## src/rtl/child_seq_pkg.sv

```systemverilog
// Shared types and defaults for the child instance sequencer.
// CHILD_SEQ_TIMEOUT_EN only changes the RTL, not this package.
package child_seq_pkg;

  localparam int NUM_CHILD_DEF   = 5;
  localparam int TIMEOUT_CYC_DEF = 200;
  localparam int IDX_W_DEF       = $clog2(NUM_CHILD_DEF + 1);

  typedef logic [IDX_W_DEF-1:0] idx_t;

  typedef enum logic [2:0] {
    IDLE   = 3'd0,
    SCAN   = 3'd1,
    START  = 3'd2,
    WAIT   = 3'd3,
    FINISH = 3'd4
  } seq_state_e;

endpackage

```

## src/rtl/child_instance_sequencer_if.sv

```systemverilog
// Run request/status and per-child start/done bundle between the sequencer and its surroundings.
// The master side is the sequencer; err_o/err_idx_o read 0 unless CHILD_SEQ_TIMEOUT_EN is defined.
interface child_instance_sequencer_if
  import child_seq_pkg::*;
#(
  parameter int NUM_CHILD = NUM_CHILD_DEF,
  parameter int IDX_W     = $clog2(NUM_CHILD + 1)
);

  logic                 go_i;
  logic [NUM_CHILD-1:0] enable_mask_i;
  logic                 busy_o;
  logic                 done_o;
  logic [NUM_CHILD-1:0] child_start_o;
  logic [NUM_CHILD-1:0] child_done_i;
  logic [IDX_W-1:0]     cur_idx_o;
  logic                 err_o;
  logic [IDX_W-1:0]     err_idx_o;

  modport master (
    input  go_i, enable_mask_i, child_done_i,
    output busy_o, done_o, child_start_o, cur_idx_o, err_o, err_idx_o
  );

  modport slave (
    output go_i, enable_mask_i, child_done_i,
    input  busy_o, done_o, child_start_o, cur_idx_o, err_o, err_idx_o
  );

endinterface

```

## src/rtl/child_seq_timer.sv

```systemverilog
// Per-child WAIT timeout counter; only instantiated when CHILD_SEQ_TIMEOUT_EN is defined.
// expired_o fires on the TIMEOUT_CYC-th consecutive enabled cycle after a clear.
module child_seq_timer #(
  parameter int TIMEOUT_CYC = 200,
  parameter int TO_W        = 8
) (
  input  logic clk,
  input  logic rst_n,
  input  logic clr_i,
  input  logic en_i,
  output logic expired_o
);

  logic [TO_W-1:0] cnt_q, cnt_d;

  always_comb begin
    cnt_d = cnt_q;
    if (clr_i) begin
      cnt_d = '0;
    end else if (en_i) begin
      cnt_d = cnt_q + TO_W'(1);
    end
  end

  always_ff @(posedge clk or negedge rst_n) begin
    if (!rst_n) begin
      cnt_q <= '0;
    end else begin
      cnt_q <= cnt_d;
    end
  end

  // cnt_q holds the number of WAIT cycles already completed.
  assign expired_o = en_i && (cnt_q == TO_W'(TIMEOUT_CYC - 1));

endmodule

```

## src/rtl/child_instance_sequencer.sv

```systemverilog
// Starts each enabled child in ascending index order and waits for its done before moving on.
// Define CHILD_SEQ_TIMEOUT_EN to add hang detection (err_o/err_idx_o) on children that never finish.
module child_instance_sequencer
  import child_seq_pkg::*;
#(
  parameter int NUM_CHILD   = NUM_CHILD_DEF,
  parameter int IDX_W       = $clog2(NUM_CHILD + 1),
  parameter int TIMEOUT_CYC = TIMEOUT_CYC_DEF,
  parameter int TO_W        = 8
) (
  input  logic                      clk,
  input  logic                      rst_n,
  child_instance_sequencer_if.master bus
);

  localparam logic [2:0] ST_IDLE   = IDLE;
  localparam logic [2:0] ST_SCAN   = SCAN;
  localparam logic [2:0] ST_START  = START;
  localparam logic [2:0] ST_WAIT   = WAIT;
  localparam logic [2:0] ST_FINISH = FINISH;

  if (NUM_CHILD < 2 || TIMEOUT_CYC >= (1 << TO_W)) begin : g_bad_cfg
    $error("child_instance_sequencer: unsupported NUM_CHILD/TIMEOUT_CYC/TO_W combination");
  end

  logic [2:0]           state_q, state_d;
  logic [IDX_W-1:0]     idx_q, idx_d;
  logic [NUM_CHILD-1:0] mask_q, mask_d;
  logic [NUM_CHILD-1:0] idx_onehot;
  logic                 sel_enabled;
  logic                 sel_done;
  logic                 at_end;

  // One-hot of the addressed child; all zero once idx has walked past the last child.
  assign idx_onehot  = NUM_CHILD'(1) << idx_q;
  assign sel_enabled = |(mask_q & idx_onehot);
  assign sel_done    = |(bus.child_done_i & idx_onehot);
  assign at_end      = (idx_q == IDX_W'(NUM_CHILD));

`ifdef CHILD_SEQ_TIMEOUT_EN
  logic             timeout;
  logic             err_q, err_d;
  logic [IDX_W-1:0] err_idx_q, err_idx_d;

  child_seq_timer #(
    .TIMEOUT_CYC (TIMEOUT_CYC),
    .TO_W        (TO_W)
  ) u_timer (
    .clk       (clk),
    .rst_n     (rst_n),
    .clr_i     (state_q == ST_START),
    .en_i      (state_q == ST_WAIT),
    .expired_o (timeout)
  );
`endif

  // NOTE: every always_comb target gets a default first, so no path can infer a latch.
  always_comb begin
    state_d = state_q;
    idx_d   = idx_q;
    mask_d  = mask_q;
`ifdef CHILD_SEQ_TIMEOUT_EN
    err_d     = err_q;
    err_idx_d = err_idx_q;
`endif
    case (state_q)
      ST_IDLE: begin
        if (bus.go_i) begin
          mask_d  = bus.enable_mask_i;
          idx_d   = '0;
          state_d = ST_SCAN;
`ifdef CHILD_SEQ_TIMEOUT_EN
          err_d     = 1'b0;
          err_idx_d = '0;
`endif
        end
      end
      ST_SCAN: begin
        if (at_end) begin
          state_d = ST_FINISH;
        end else if (sel_enabled) begin
          state_d = ST_START;
        end else begin
          idx_d = idx_q + IDX_W'(1);
        end
      end
      ST_START: state_d = ST_WAIT;
      ST_WAIT: begin
        // A done in the same cycle as the timeout takes priority.
        if (sel_done) begin
          idx_d   = idx_q + IDX_W'(1);
          state_d = ST_SCAN;
        end
`ifdef CHILD_SEQ_TIMEOUT_EN
        else if (timeout) begin
          err_d = 1'b1;
          if (!err_q) begin
            err_idx_d = idx_q;
          end
          idx_d   = idx_q + IDX_W'(1);
          state_d = ST_SCAN;
        end
`endif
      end
      ST_FINISH: begin
        idx_d   = '0;
        state_d = ST_IDLE;
      end
      default: begin
        idx_d   = '0;
        state_d = ST_IDLE;
      end
    endcase
  end

  // NOTE: sequential state is written only with non-blocking assignments.
  always_ff @(posedge clk or negedge rst_n) begin
    if (!rst_n) begin
      state_q <= ST_IDLE;
      idx_q   <= '0;
      mask_q  <= '0;
    end else begin
      state_q <= state_d;
      idx_q   <= idx_d;
      mask_q  <= mask_d;
    end
  end

`ifdef CHILD_SEQ_TIMEOUT_EN
  always_ff @(posedge clk or negedge rst_n) begin
    if (!rst_n) begin
      err_q     <= 1'b0;
      err_idx_q <= '0;
    end else begin
      err_q     <= err_d;
      err_idx_q <= err_idx_d;
    end
  end

  assign bus.err_o     = err_q;
  assign bus.err_idx_o = err_idx_q;
`else
  assign bus.err_o     = 1'b0;
  assign bus.err_idx_o = '0;
`endif

  assign bus.busy_o        = (state_q != ST_IDLE);
  assign bus.done_o        = (state_q == ST_FINISH);
  assign bus.child_start_o = (state_q == ST_START) ? idx_onehot : '0;
  assign bus.cur_idx_o     = idx_q;

endmodule

```

## src/flat_wrapper.sv

```systemverilog
// flat-port wrapper written by rule: the top's interface ports become plain ports
module child_instance_sequencer_flat import child_seq_pkg::*;
#(
  parameter int NUM_CHILD   = NUM_CHILD_DEF,
  parameter int IDX_W       = $clog2(NUM_CHILD + 1),
  parameter int TIMEOUT_CYC = TIMEOUT_CYC_DEF,
  parameter int TO_W        = 8
)
  (clk, rst_n, bus_go_i, bus_enable_mask_i, bus_child_done_i, bus_busy_o, bus_done_o, bus_child_start_o, bus_cur_idx_o, bus_err_o, bus_err_idx_o);
  child_instance_sequencer_if #(.NUM_CHILD(NUM_CHILD), .IDX_W(IDX_W)) bus_i ();
  input  logic clk;
  input  logic rst_n;
  input wire logic [$bits(bus_i.go_i)-1:0] bus_go_i;
  input wire logic [$bits(bus_i.enable_mask_i)-1:0] bus_enable_mask_i;
  input wire logic [$bits(bus_i.child_done_i)-1:0] bus_child_done_i;
  output wire logic [$bits(bus_i.busy_o)-1:0] bus_busy_o;
  output wire logic [$bits(bus_i.done_o)-1:0] bus_done_o;
  output wire logic [$bits(bus_i.child_start_o)-1:0] bus_child_start_o;
  output wire logic [$bits(bus_i.cur_idx_o)-1:0] bus_cur_idx_o;
  output wire logic [$bits(bus_i.err_o)-1:0] bus_err_o;
  output wire logic [$bits(bus_i.err_idx_o)-1:0] bus_err_idx_o;
  assign bus_i.go_i = bus_go_i;
  assign bus_i.enable_mask_i = bus_enable_mask_i;
  assign bus_i.child_done_i = bus_child_done_i;
  assign bus_busy_o = bus_i.busy_o;
  assign bus_done_o = bus_i.done_o;
  assign bus_child_start_o = bus_i.child_start_o;
  assign bus_cur_idx_o = bus_i.cur_idx_o;
  assign bus_err_o = bus_i.err_o;
  assign bus_err_idx_o = bus_i.err_idx_o;
  child_instance_sequencer #(.NUM_CHILD(NUM_CHILD), .IDX_W(IDX_W), .TIMEOUT_CYC(TIMEOUT_CYC), .TO_W(TO_W)) u_core (.clk(clk), .rst_n(rst_n), .bus(bus_i));
endmodule
```

## config.mk

```make
export PLATFORM = sky130hd
export DESIGN_NAME = child_instance_sequencer_flat
export DESIGN_NICKNAME = d
export VERILOG_FILES = /design/src/rtl/child_seq_pkg.sv /design/src/rtl/child_instance_sequencer_if.sv /design/src/rtl/child_seq_timer.sv /design/src/rtl/child_instance_sequencer.sv /design/src/flat_wrapper.sv
export SDC_FILE = /design/constraint.sdc
export NUM_CORES = 1
export LEC_CHECK = 0
export BUFFER_PORTS_ARGS = -buffer_cell sky130_fd_sc_hd__buf_4
export CAP_MARGIN = 20
export CORE_UTILIZATION = 35
export DETAILED_ROUTE_END_ITERATION = 6
export GPL_TIMING_DRIVEN = 0
export SYNTH_ARGS = -nofsm -noshare
export SYNTH_HDL_FRONTEND = slang
export SYNTH_SLANG_ARGS = --single-unit
export TNS_END_PERCENT = 5
```

## constraint.sdc

```tcl
create_clock -name clk -period 3.3 [get_ports clk]
set_clock_uncertainty 0.05 [all_clocks]
set_input_delay 0.66 -clock clk [delete_from_list [all_inputs] [get_ports clk]]
set_output_delay 0.66 -clock clk [all_outputs]
set_load 0.02 [all_outputs]
```

* After elaboration in Yosys (flattened, before gate mapping)
Index checks and enable logic that the tools add are counted.
Word-level totals: output and inout bits 14, bits in registers 11, logic and storage cells 36
Operators by class: add/sub/neg operators 1, equality and inequality tests 10, reductions and logical operators 7, shifts and indexed selects 1, bitwise logic cells 3, muxes and demuxes 11
Operators with widths (count):
- 2-to-1 mux 3 bit | 8
- case mux 3 bit (4 select lines) | 2
- AND 5 bit | 2
- OR reduction 5 bit | 2
- equality test 3 x 2 -> 1 bit (second input constant) | 2
- equality test 3 bit (second input constant) | 2
- != test 2 bit (second input constant) | 3
- 2-to-1 mux 5 bit | 1
- AND reduction 5 bit | 1
- << shifter 1 x 3 -> 5 bit (first input constant) | 1
- adder 3 x 1 -> 3 bit (second input constant) | 1
- equality test 3 x 1 -> 1 bit (second input constant) | 1
- zero test 3 bit | 1
- != test 3 x 1 -> 1 bit (second input constant) | 1
- AND reduction 3 bit | 1
- nonzero test 3 bit | 1
- != test 2 x 1 -> 1 bit (second input constant) | 1
- AND reduction 2 bit | 1
- inverter 1 bit | 1

* Depth between registers and ports, before layout
Gate-level depths: netlist of run 1.
word-level depth 6, mapped depth 7, gate-level depth less buffers 6

* Worst setup path after synthesis of run 1
No wires, ideal clock.
path kind reg2reg, start point register u_core.idx_q[0] (netlist: u_core.bus.cur_idx_o[0]), end point register u_core.idx_q[2] (netlist: u_core.bus.cur_idx_o[2]), data arrival time 1.850 ns, clock period less this slack 2.024 ns, required time 3.126 ns, setup time 0.124 ns, path buffers 0, cell stages (with the launch flop) 7, setup slack 1.276 ns, cells stage by stage dfrtp_1 ha_1 ha_1 and2_0 a2111oi_4 a221oi_2 a211o_1
Between the ends: cells in the longest elaborated chain, start to end 5, elaborated cells on any way between the ends 15
RTL lines:
- start, declared | line child_instance_sequencer.sv:27 | logic [IDX_W-1:0] idx_q, idx_d;
- start signal, assigned | line child_instance_sequencer.sv:124 | idx_q <= idx_d;
- parallel branches: the longest is 5 deep, another holds adder 3 x 1 -> 3 bit
Several ways; the timed one is not identified. The select of a mux whose other input is x is not followed. A chain may end at the register's enable or synchronous reset.

* Final worst setup path of run 1
start point register u_core.idx_q[0] (netlist: u_core.bus.cur_idx_o[0]), end point output bus_child_start_o[3]
Between the ends: cells in the longest elaborated chain, start to end 2
RTL lines:
- << shifter 1 x 3 -> 5 bit | line child_instance_sequencer.sv:35 | assign idx_onehot = NUM_CHILD'(1) << idx_q;
- 2-to-1 mux 5 bit | line child_instance_sequencer.sv:149 | assign bus.child_start_o = (state_q == ST_START) ? idx_onehot : '0;
- end, declared | line flat_wrapper.sv:18 | output wire logic [$bits(bus_i.child_start_o)-1:0] bus_child_start_o;
No other way between the ends.

==> flow_summary_export.csv, run 1 <==
group,metric,value,unit
synth,synth_ff_type,"dfrtp_1",
clocking,postCtsResizedCells,0,
worst_setup_path,cp.required,2590,ps
clocking,h-tree-depth,1,
sta,maxSlewViolCount,0,
synth,synth_async_sr_flop_share,1.00,
die,die_h,48.7,um
pwr,power_density,927,mW/mm^2
die,ios,27,
worst_setup_path,path_max_fanout,5,
synth,synth_edf_count,0,
synth,yosysSeqAreaShare,0.360,
worst_setup_path,reg2reg_to,"u_core.bus.cur_idx_o[2]",
finish,nFillCells,208,
pwr,leakagePower,0.504,nW
sta,timing.fmax,464,MHz
clocking,cts_hold_buffers,0,
finish,antenna_cells,0,
die,rows,16,
detailed_routing,antenna_left,0,
pwr,ir_worst_vdd,0.366,mV
sta,fin_setup_tns,0,ps
worst_setup_path,endpoint_kind,"primary output",
die,core_region_area,0.00200,sq mm
global_route,grt_max_degree,12,
die,die_w,48.7,um
sta,finalCritPeriodShare,0.654,
synth,synth_area_leader_cell,"dfrtp_1",
global_route,track_usage,0.155,
place,place_congestion,0.749,
place,dpl.hpwl,1.30,mm
sta,finalSetupViolations,0,
finish,area_delta_synth_final,30.9,%
worst_setup_path,worstSetupStartpointType,"register",
global_route,antenna_found_initial,0,
finish,fin_util,0.500,
detailed_routing,drt_iter0_drc,1,
clocking,post_cts_buffers,0,
worst_setup_path,r2r_start,"u_core.bus.cur_idx_o[0]",
clocking,clock_path_buffers,2,
clocking,cts_buffers,3,
synth,avgSynthCellArea,10.5,sq um
synth,synth.most_common_cell,"dfrtp_1",
clocking,clk_pin_slew_worst_paths,70,ps
global_route,grt_first_pass_wirelength,2.79,mm
synth,yosys_register_bits,11,
clocking,root_buffer,"clkbuf_4",
detailed_routing,routed-via-count,622,
clocking,cts.sinks,11,
detailed_routing,viasPerCell,4.82,
place,io_buffers,22,
worst_hold_path,hold_class,"input pin to asynchronous set/reset pin",
clocking,cts_tree,"done",
job,cap_violations,0,
clocking,clk_latency,270,ps
detailed_routing,route.detailed.drc,0,
finish,fin_area,0.00100,sq mm
finish,finalNetCount,121,
detailed_routing,routedWlPerCell,12.4,um
global_route,overflow,0,
global_route,grt_pass1_vias,634,
worst_setup_path,crit_type,"register to primary output",
detailed_routing,first_pass_iters,3,
outcome,status,"finished, final reports clean",
die,die_area,0.00238,sq mm
synth,ys_types,34,
detailed_routing,wl,1.60,mm
worst_setup_path,arrival,1450,ps
sta,min_period,2160,ps
finish,drive_above_1_share,0.412,
synth,synthCells,73,
synth,synth_warnings,0,
sta,rsz0062_at_grt,"false",
synth,synth_area,764,sq um
synth,yosys-top-cells-area,"dfrtp_1, ha_1, mux2_2",
worst_setup_path,regToRegSetupSlack,1210,ps
place,placed_cell_area,975,sq um
synth,synth_commonest_cells,"dfrtp_1, inv_1, nor2_1",
die,start_util,0.382,
sta,hold_viol_final,0,
worst_setup_path,reg2reg_depth,6,
synth,synth_top_area_share,0.360,
[how the worst max path moves through the flow]
stage | start | endpoint | slack [ps] | depth (start not counted)
6_report | u_core.bus.cur_idx_o[0] | bus_child_start_o[3] | 1140 | 4
2_1_floorplan | u_core.bus.cur_idx_o[0] | u_core.bus.cur_idx_o[2] | 1280 | 6
4_1_cts | u_core.bus.cur_idx_o[0] | bus_child_start_o[3] | 1120 | 4
3_3_place_gp | bus_child_done_i[0] | u_core.bus.cur_idx_o[2] | 1200 | 5
5_1_grt | u_core.bus.cur_idx_o[0] | bus_child_start_o[0] | 1040 | 5
3_5_place_dp | bus_child_done_i[0] | u_core.bus.cur_idx_o[2] | 1190 | 5
[critical path, cell delays in order, from the launching register on]
cell and delay (ps):
dfrtp_1 430, ha_1 230, ha_1 210, and3_1 150, buf_4 150
[cell type report]
| class | instances | area (sq um) | share of cell area |
|---|---|---|---|
| inverter | 6 | 22.5 | 0.0225 |
| sequential | 11 | 275 | 0.275 |
| clock buffer | 4 | 26.3 | 0.0263 |
| multi-input combinational | 53 | 433 | 0.432 |
| buffer | 6 | 45.0 | 0.0450 |
| timing repair buffer | 22 | 165 | 0.165 |
| tap | 27 | 33.8 | 0.0338 |
[per-layer routing]
| layer | vias to the layer above | track usage | wire, um |
|---|---|---|---|
| li1 | 315 | - | - |
| met4 | 0 | 0.0735 | 27 |
| met2 | 21 | 0.275 | 781 |
| met3 | 4 | 0.0346 | 82 |
| met1 | 282 | 0.175 | 706 |
| met5 | - | 0 | 0 |
[sequential cells by signal, indices dropped and copies added (netlist names)]
register and cells:
u_core.mask_q 5, u_core.bus.cur_idx_o 3, u_core.state_q 3
[cells by family (layout without fill, tap and decap cells)]
family / after synthesis / count (layout) / synth area share
AOI/OAI and AO/OA: 15 / 15 / 0.198
DFF: 11 / 11 / 0.360
buffers and inverters: 12 / 38 / 0.0884
other: 1 / 4 / 0.00491
and+or+nand+nor: 20 / 20 / 0.134
adders and majority gates: 5 / 5 / 0.0818
muxes: 9 / 9 / 0.133
[stage by stage]
| step | hold slack (ps) | worst slack, ps | instances | total power, mW |
|---|---|---|---|---|
| after floorplan | 314 | 1280 | 76 | 0.690 |
| after detailed placement | 400 | 1190 | 125 | 0.843 |
| final | 160 | 1140 | 129 | 0.928 |
| after global routing | 155 | 1040 | 129 | 1.01 |
| after CTS | 162 | 1120 | 129 | 0.940 |
| after global placement | 397 | 1200 | 125 | 0.832 |
[where the power goes]
group          total [mW]  switching [mW]  leakage, nW  internal [mW]
registers           0.258          0.0549        0.133          0.203
logic               0.577           0.303        0.356          0.274
clock network      0.0933          0.0464       0.0150         0.0468
[placed cells by master (no fill, tap or decap), types with 2 or more instances in the layout]
master | Yosys | layout
mux2i_1 | 3 | 3
nor2_1 | 6 | 6
ha_1 | 5 | 5
dfrtp_1 | 11 | 11
buf_4 | 4 | 26
nand2_1 | 3 | 3
clkbuf_4 | 0 | 3
conb_1 | 1 | 4
and2_1 | 2 | 2
a22oi_1 | 2 | 2
mux2_2 | 5 | 5
clkbuf_1 | 1 | 2
and3_1 | 3 | 3
inv_1 | 6 | 6
Power figures use the tool's default switching activity.
==> run 2, diff against run 1 <==
Clock period 3.3 ns to 2 ns, I/O delays scaled along.
==> run 2 against run 1 <==
Sequential power rose by 66%. Non-clock buffer count up 6. Via count grew 4.7%. Routed wire length is 1.2% higher. Global-route usage fell by 0.18 points. Worst hold slack improved by 150 ps. Total power rose by 88%. Flip-flop and latch count unchanged. Clock power rose by 62%. Count of clock-buffer cells in the layout unchanged.
==> flow_summary_export.csv, run 2 (synthesis gave the netlist of run 1 again) <==
group,metric,value,unit
sta,post-route-worst-setup-slack,55.0,ps
sta,hold_viol_final,0,
job,cap_violations,0,
die,die_area,0.00238,sq mm
die,die_w,48.7,um
worst_setup_path,regToRegSetupSlack,60,ps
sta,max_slew.worst_pin.slew,527,ps
global_route,overflow,0,
clocking,clk_pin_slew_worst_paths,70,ps
global_route,antenna_found_initial,0,
sta,hold_slack,313,ps
pwr,ir_worst_vdd,0.842,mV
finish,layout_commonest_cell,"buf_4",
clocking,cts_tree,"done",
detailed_routing,wl,1.62,mm
place,place_congestion,0.740,
worst_hold_path,hold_class,"input pin to register",
detailed_routing,routedWlPerCell,12.0,um
place,dpl.hpwl,1.21,mm
pwr,power_density,1570,mW/mm^2
worst_setup_path,endpoint,"u_core.bus.cur_idx_o[2]",
clocking,clk_latency,270,ps
pwr,leakagePower,0.534,nW
worst_setup_path,reg2reg_to,"u_core.bus.cur_idx_o[2]",
worst_setup_path,crit_path_start,"u_core.bus.cur_idx_o[0]",
detailed_routing,routed-via-count,651,
clocking,cts.sinks,11,
die,die_h,48.7,um
global_route,grt_first_pass_wirelength,2.79,mm
detailed_routing,drt_iter0_drc,15,
die,rows,16,
global_route,track_usage,0.154,
detailed_routing,wl_met1,754,um
finish,finalNetCount,127,
detailed_routing,top_layer_used,"met4",
pwr,switching_share,0.422,
detailed_routing,wl_met3,94,um
die,start_util,0.382,
detailed_routing,met2_length,753,um
finish,top_register,"u_core.mask_q",
clocking,root_buffer,"clkbuf_4",
pwr,p_clk_frac,0.086,
die,ios,27,
worst_setup_path,arrival,2050,ps
pwr,power.total,1.75,mW
place,io_buffers,22,
worst_setup_path,worstSetupStartpointType,"register",
place,placed_cell_area,977,sq um
sta,finalCritPeriodShare,0.972,
sta,slew_headroom,0.646,
finish,final_cell_mix,"buf_4, dfrtp_1, inv_1",
pwr,p_seq_frac,0.245,
worst_setup_path,reg2reg_depth,6,
clocking,cts_buffers,3,
pwr,p_comb_frac,0.669,
worst_setup_path,endpoint_kind,"register",
clocking,h-tree-depth,1,
sta,rsz0062_at_grt,"true",
finish,fin_area,0.00111,sq mm
global_route,grt_max_degree,12,
worst_setup_path,crit_type,"register to register",
finish,drive_above_1_share,0.537,
finish,finalNonFillerCells,135,
sta,fin_setup_tns,0,ps
die,core_region_area,0.00200,sq mm
finish,largest_register_ffs,5,
finish,nFillCells,188,
detailed_routing,antenna_left,0,
sta,maxSlewViolCount,0,
sta,finalSetupViolations,0,
detailed_routing,route.detailed.drc,0,
finish,area_delta_synth_final,45.2,%
outcome,status,"finished, final reports clean",
global_route,grt_pass1_vias,635,
detailed_routing,first_pass_iters,4,
worst_setup_path,path_max_fanout,4,
clocking,clock_path_buffers,2,
place,dp.cells,125,
worst_setup_path,cp.required,2100,ps
pwr,internal_power,1.01,mW
place,dpl_worst_slack,-60.6,ps
sta,min_period,1940,ps
sta,timing.fmax,514,MHz
detailed_routing,viasPerCell,4.82,
finish,antenna_cells,0,
worst_setup_path,r2r_start,"u_core.bus.cur_idx_o[0]",
pwr,power.switching,0.736,mW
finish,fin_util,0.554,
-- run 2: changes by cell type in the layout (fill, tap and decap cells not counted), sizes merged --
| cell | change |
|---|---|
| buf | +5 |
| dlygate4sd3 | +1 |
-- run 2: repair_timing --
action / 4_1_cts / 5_1_grt
pin swaps: 1 / 4
buffers inserted: 0 / 5
gates resized for setup: 1 / 12
hold endpoints to repair: 11 / 0
cloned: 0 / 0
hold buffers: 1 / 0
setup endpoints to repair: 2 / 6
-- run 2: how the worst min path moves through the flow --
stage               slack (ps)                      end                 start  cells after the start
CTS                        300         u_core.mask_q[2]  bus_enable_mask_i[2]                      2
global route               310         u_core.mask_q[4]  bus_enable_mask_i[4]                      2
detailed placement         190         u_core.mask_q[1]                 rst_n                      1
floorplan                   50  u_core.bus.cur_idx_o[0]                 rst_n                      0
global placement           190         u_core.mask_q[2]                 rst_n                      1
finish                     310         u_core.mask_q[0]  bus_enable_mask_i[0]                      2
-- run 2: per-layer routing --
| metal | up-vias | global-route usage |
|---|---|---|
| met1 | 297 | 0.185 |
| met2 | 25 | 0.248 |
| met5 | - | 0 |
| met3 | 2 | 0.0377 |
| li1 | 327 | - |
| met4 | 0 | 0.0882 |
-- run 2: area by class of cell --
class / instances / area (sq um) / area share
multi-input cells: 53 / 488 / 0.440
flip-flops and latches: 11 / 278 / 0.250
repair buffers: 28 / 213 / 0.192
plain buffers: 6 / 48.8 / 0.0440
well taps: 27 / 33.8 / 0.0304
clock buffers: 4 / 26.3 / 0.0237
inverters: 6 / 22.5 / 0.0203
-- run 2: critical path, stage by stage (launching register included) --
cell       delay [ps]
dfrtp_2           420
ha_2              200
ha_4              170
and2_4            140
a2111oi_4         390
a221oi_2          150
a211o_1           320
-- run 2: power by group through the flow --
stage | sequential, mW | clock [mW] | combinational (mW)
6_report | 0.428 | 0.151 | 1.17
5_1_grt | 0.448 | 0.173 | 1.29
4_1_cts | 0.427 | 0.160 | 0.976
3_5_place_dp | 0.431 | 0 | 0.948
3_3_place_gp | 0.428 | 0 | 0.946
2_1_floorplan | 0.449 | 0 | 0.694
